--- src/rtl/fp_adder_norm_round.sv ---
// Final FP adder stage: normalizes the raw mantissa one bit per cycle, rounds to nearest-even and packs the result.
// Latency 3 cycles accept-to-valid, plus one cycle per left shift; the result is held in DONE until out_ready.
module fp_adder_norm_round #(
  parameter int data_format = 0  // 0: FP32, 1: FP16, 2: FP64
) (
  input  logic                  clk,
  input  logic                  rst,
  input  logic                  in_valid,
  output logic                  in_ready,
  input  logic [((data_format == 1) ? 10 : (data_format == 2) ? 52 : 23) + 4:0] in_mant,
  input  logic                  in_sign,
  input  logic [((data_format == 1) ? 5 : (data_format == 2) ? 11 : 8) - 1:0]    in_exp,
  output logic                  out_valid,
  input  logic                  out_ready,
  output logic                  out_sign,
  output logic [((data_format == 1) ? 5 : (data_format == 2) ? 11 : 8) - 1:0]    out_exp,
  output logic [((data_format == 1) ? 10 : (data_format == 2) ? 52 : 23) - 1:0]  out_mant,
  output logic                  out_inexact,
  output logic                  out_overflow
);

  localparam int M = (data_format == 1) ? 10 : (data_format == 2) ? 52 : 23;
  localparam int P = 3;
  localparam int E = (data_format == 1) ? 5 : (data_format == 2) ? 11 : 8;
  localparam int W = M + P + 2;

  typedef enum logic [1:0] {IDLE, NORM, ROUND, DONE} state_t;

  state_t       state;
  logic [W-1:0] mant_q;
  logic [E:0]   exp_q;
  logic         sign_q;

  logic         rnd_lsb, rnd_g, rnd_rs, rnd_up;
  logic [M+1:0] rnd_sum;
  logic         rnd_carry, rnd_hidden, rnd_ovf;
  logic [E:0]   rnd_exp;

  // Rounding datapath; only consumed in ROUND, where the mantissa is already normalized.
  always_comb begin
    rnd_lsb    = mant_q[P];
    rnd_g      = mant_q[P-1];
    rnd_rs     = |mant_q[P-2:0];
    rnd_up     = rnd_g & (rnd_rs | rnd_lsb);
    rnd_sum    = mant_q[W-1:P] + {{(M+1){1'b0}}, rnd_up};
    rnd_carry  = rnd_sum[M+1];
    rnd_hidden = rnd_sum[M] | rnd_carry;
    rnd_exp    = exp_q + {{E{1'b0}}, rnd_carry};
    rnd_ovf    = rnd_exp >= (E+1)'((1 << E) - 1);
  end

  always_ff @(posedge clk) begin
    if (rst) begin
      state        <= IDLE;
      in_ready     <= 1'b1;
      out_valid    <= 1'b0;
      out_sign     <= 1'b0;
      out_exp      <= '0;
      out_mant     <= '0;
      out_inexact  <= 1'b0;
      out_overflow <= 1'b0;
      mant_q       <= '0;
      exp_q        <= '0;
      sign_q       <= 1'b0;
    end else begin
      case (state)
        IDLE: begin
          if (in_valid && in_ready) begin
            mant_q   <= in_mant;
            exp_q    <= {1'b0, in_exp};
            sign_q   <= in_sign;
            in_ready <= 1'b0;
            state    <= NORM;
          end
        end
        NORM: begin
          if (mant_q == '0) begin
            out_sign     <= sign_q;
            out_exp      <= '0;
            out_mant     <= '0;
            out_inexact  <= 1'b0;
            out_overflow <= 1'b0;
            state        <= DONE;
          end else if (mant_q[W-1]) begin
            // Fold the shifted-out bit into sticky so rounding still sees it.
            mant_q <= {1'b0, mant_q[W-1:2], mant_q[1] | mant_q[0]};
            exp_q  <= exp_q + (E+1)'(1);
            state  <= ROUND;
          end else if (mant_q[W-2] || exp_q <= (E+1)'(1)) begin
            state <= ROUND;
          end else begin
            mant_q <= {mant_q[W-2:0], 1'b0};
            exp_q  <= exp_q - (E+1)'(1);
          end
        end
        ROUND: begin
          out_sign    <= sign_q;
          out_inexact <= rnd_g | rnd_rs;
          if (rnd_ovf) begin
            out_exp      <= '1;
            out_mant     <= '0;
            out_overflow <= 1'b1;
          end else begin
            out_exp      <= rnd_hidden ? rnd_exp[E-1:0] : '0;
            out_mant     <= rnd_carry ? '0 : rnd_sum[M-1:0];
            out_overflow <= 1'b0;
          end
          state <= DONE;
        end
        DONE: begin
          if (!out_valid) begin
            out_valid <= 1'b1;
          end else if (out_ready) begin
            out_valid <= 1'b0;
            in_ready  <= 1'b1;
            state     <= IDLE;
          end
        end
        default: state <= IDLE;
      endcase
    end
  end

endmodule
--- config.mk ---
export PLATFORM = sky130hd
export DESIGN_NAME = fp_adder_norm_round
export DESIGN_NICKNAME = d
export VERILOG_FILES = /design/src/rtl/fp_adder_norm_round.sv
export SDC_FILE = /design/constraint.sdc
export NUM_CORES = 1
export LEC_CHECK = 0
export ABC_AREA = 0
export BUFFER_PORTS_ARGS = -buffer_cell sky130_fd_sc_hd__buf_2
export CAP_MARGIN = 20
export CORE_MARGIN = 4
export CORE_UTILIZATION = 62
export CTS_CLUSTER_SIZE = 24
export DETAILED_ROUTE_END_ITERATION = 16
export HOLD_SLACK_MARGIN = 0.12
export MAX_ROUTING_LAYER = met4
export PLACE_DENSITY_LB_ADDON = 0.1
export SLEW_MARGIN = 20
export SYNTH_ARGS = -nofsm -noshare
export SYNTH_HDL_FRONTEND = slang
export SYNTH_SLANG_ARGS = --single-unit
--- constraint.sdc ---
create_clock -name clk -period 11.3 [get_ports clk]
set_input_delay 0.565 -clock clk [delete_from_list [all_inputs] [get_ports clk]]
set_output_delay 0.565 -clock clk [all_outputs]
set_load 0.01 [all_outputs]
==> flow_metrics.env <==
export IMPL_status="finished clean"
export IMPL_synth_nets=618
export IMPL_dieArea_um2=9150
export IMPL_drv_slew=0
export IMPL_slew_limit_headroom_pct=32.6
export IMPL_finalSetupViolCount=0
export IMPL_fin_area_um2=5220
export IMPL_port_buffers=76
export IMPL_leakagePower_nw=1.94
export IMPL_start_util_pct=64.7
export IMPL_cp_buffers_inverters=1
export IMPL_seq_area_um2=1520
export IMPL_drt_iter0_markers=551
export IMPL_synth_cell_types=66
export IMPL_critical_path_top_delay_family="simple AND/OR/NAND/NOR gates"
export IMPL_ys_seq_area_share_pct=31.9
export IMPL_grt_overflow=0
export IMPL_cts_hold_buffers=0
export IMPL_antenna_found_initial=0
export IMPL_synthCells=567
export IMPL_vias=4481
export IMPL_criticalPathCategory="flop to flop"
export IMPL_syn_avg_cell_area_um2=8.40
export IMPL_critPathCaptureType="flop"
export IMPL_cts_max_path_buffers=2
export IMPL_powerDensity_nw_per_um2=258
export IMPL_clk_latency_ps=360
export IMPL_r2r_start="mant_q[3]"
export IMPL_clock_skew_ps=10.9
export IMPL_grt_total_usage_pct=27.6
export IMPL_hold_ws_ps=451
export IMPL_rows=31
export IMPL_min_period_ps=5300
export IMPL_clock_sinks=76
export IMPL_min_period_over_period_pct=46.9
export IMPL_dp_cells=689
export IMPL_synthToLayoutAreaGrowth_pct=9.48
export IMPL_die_h_um=95.7
export IMPL_peakVddDrop_v=0.000184
export IMPL_hold_viol=0
export IMPL_syn_area_um2=4760
export IMPL_maxCapViolations=0
export IMPL_preCtsSetupSlack_ps=6030
export IMPL_tritoncts="yes"
export IMPL_p_total_mw=1.34
export IMPL_first_global_vias=4098
export IMPL_synth_edf_count=0
export IMPL_min_to="sign_q"
export IMPL_ctsRootBufferMaster="clkbuf_8"
export IMPL_htree_levels=3
export IMPL_ios=77
export IMPL_worstPathArrival_ps=5580
export IMPL_hp_class="primary input to flop"
export IMPL_fmax_ghz=0.189
export IMPL_rsz0062_at_grt="no"
export IMPL_startpoint_type="flop"
export IMPL_ff2ff_path_depth=14
export IMPL_crit_required_ps=11580
export IMPL_grt_pass1_wl_um=19600
export IMPL_layout_cells_non_filler=705
export IMPL_path_clk_slew_ps=90
export IMPL_final_util_pct=70.8
export IMPL_crit_top_cell="ha_1"
export IMPL_dp_hpwl_um=8570
export IMPL_r2r_end="out_mant[20]"
export IMPL_cts_made_buffers=9
export IMPL_hold_depth=3
export IMPL_wl_um=12000
export IMPL_routedWlPerCell_um=17.1
export IMPL_final_nets=652
export IMPL_ctsResizeCount=0
export IMPL_path_cells="and2_1 -> ha_1 -> nand3_1 -> nor4_1 -> nand4_1 -> xnor2_4 -> ha_1 -> ha_1 -> nand3_1 -> o21ai_0 -> a211oi_1 -> or4b_1 -> buf_8 -> o31ai_2"
export IMPL_ys_ff_latch=76
export IMPL_fin_ws_ps=6000
export IMPL_diodes=0
export IMPL_grt_start_max_net_pins=65
export IMPL_cpPeakStageDelay_ps=860
export IMPL_ant_nets=0
export IMPL_worst_pin_slew_ps=1010
export IMPL_synthFlopType="dfxtp_1"
export IMPL_dpl_instance_area_um2=5030
export IMPL_setup_total_negative_slack_ps=0
export IMPL_fill_cells=637
export IMPL_avgViaCountPerCell=6.36
export IMPL_async_flop_share_pct=0
export IMPL_multi_input_area_um2=2910
export IMPL_critical_path_peak_fanout=24
export IMPL_drt_first_pass_iters=5
export IMPL_die_w_um=95.7
export IMPL_cpMaxStageDelayCell="xnor2_4"
export IMPL_fp_coreArea_um2=7370
export IMPL_layout_drive_gt1_share_pct=22.9
export IMPL_hold_start="in_sign"
export IMPL_drc=0
export IMPL_rrSetupSlack_ps=6000
export IMPL_ys_warn_count=0
export IMPL_postCtsSetupBuffers=0
export IMPL_finalWeightedCongestion=0.942
==> registers in the layout, summed over array words and instances (netlist names), 2 cells and up <==
name,count
mant_q,28
out_mant,23
exp_q,9
out_exp,8
state,2
==> report_power, final <==
part | total (mW) | internal (mW) | switching [mW]
clock network | 0.197 | 0.0823 | 0.114
registers | 0.466 | 0.328 | 0.138
logic | 0.682 | 0.260 | 0.422
==> cells in the final DEF (no fill, tap or decap), types with 4 or more instances in the layout <==
cell      count
and3_1        6
nor4_2        4
nand4_1      21
nor2_1       49
o211ai_1     13
ha_1          9
clkbuf_8      9
a22o_1       24
o31ai_2      18
a22oi_1      27
xor2_1       14
buf_4         4
buf_2        76
inv_1        13
o21ai_0       8
o31ai_1       4
nor4_1        6
nand3_1      16
nand2_1      59
xnor2_1      14
o32ai_1       5
dfxtp_1      76
a21oi_1      40
a211oi_1      5
nor3_1       15
nor4_4        4
==> worst min-delay path, stage by stage <==
cell and delay, ps:
buf_2 80, mux2i_1 50, nor2_1 70
==> how the worst max path moves through the flow <==
stage          startpoint      endpoint  depth (start not counted)
3_5_place_dp    mant_q[3]  out_mant[20]                         14
4_1_cts         mant_q[3]  out_mant[12]                         14
2_1_floorplan   mant_q[3]  out_mant[18]                         17
3_3_place_gp    mant_q[3]  out_mant[17]                         13
5_1_grt         mant_q[2]  out_mant[14]                         14
6_report        mant_q[3]  out_mant[20]                         14
==> logic make-up after synthesis <==
logic type                 after synthesis  share of synthesized area (%)
muxes                                    2                          0.420
DFF                                     76                           31.9
and+or+nand+nor                        202                           22.5
adders and majority gates               10                           2.63
AOI/OAI and AO/OA                      175                           29.4
buffers and inverters                   73                           7.62
xor gates and xnor gates                29                           5.49
==> cell usage after synthesis, drive strengths merged (14+ instances only) <==
library cell   n  area share (%)
clkbuf        30             2.4
nor2          49             3.9
buf           28             4.1
xnor2         15             2.9
nand4         22             3.2
a21oi         41             4.4
dfxtp         76              32
nand2         59             4.6
a22oi         27             4.3
a22o          25             4.6
xor2          14             2.6
nor4          14             3.6
nor3          16             1.7
nand3         17             1.9
o31ai         25             6.7
==> layout make-up <==
class | count | share of cell area, %
inverter | 15 | 1.08
multi-input combinational | 418 | 55.7
clock inverter | 7 | 1.10
clock buffer | 9 | 2.37
sequential | 76 | 29.2
timing repair buffer | 81 | 8.16
tap | 99 | 2.37
==> layer usage <==
metal	vias up	wire (um)	GRT usage [%]
met1	2106	5680	39.6
met5	-	0	-
li1	2168	-	-
met3	12	898	3.55
met2	195	5310	40.4
met4	0	138	8.53
(Power assumes the default switching activity.)
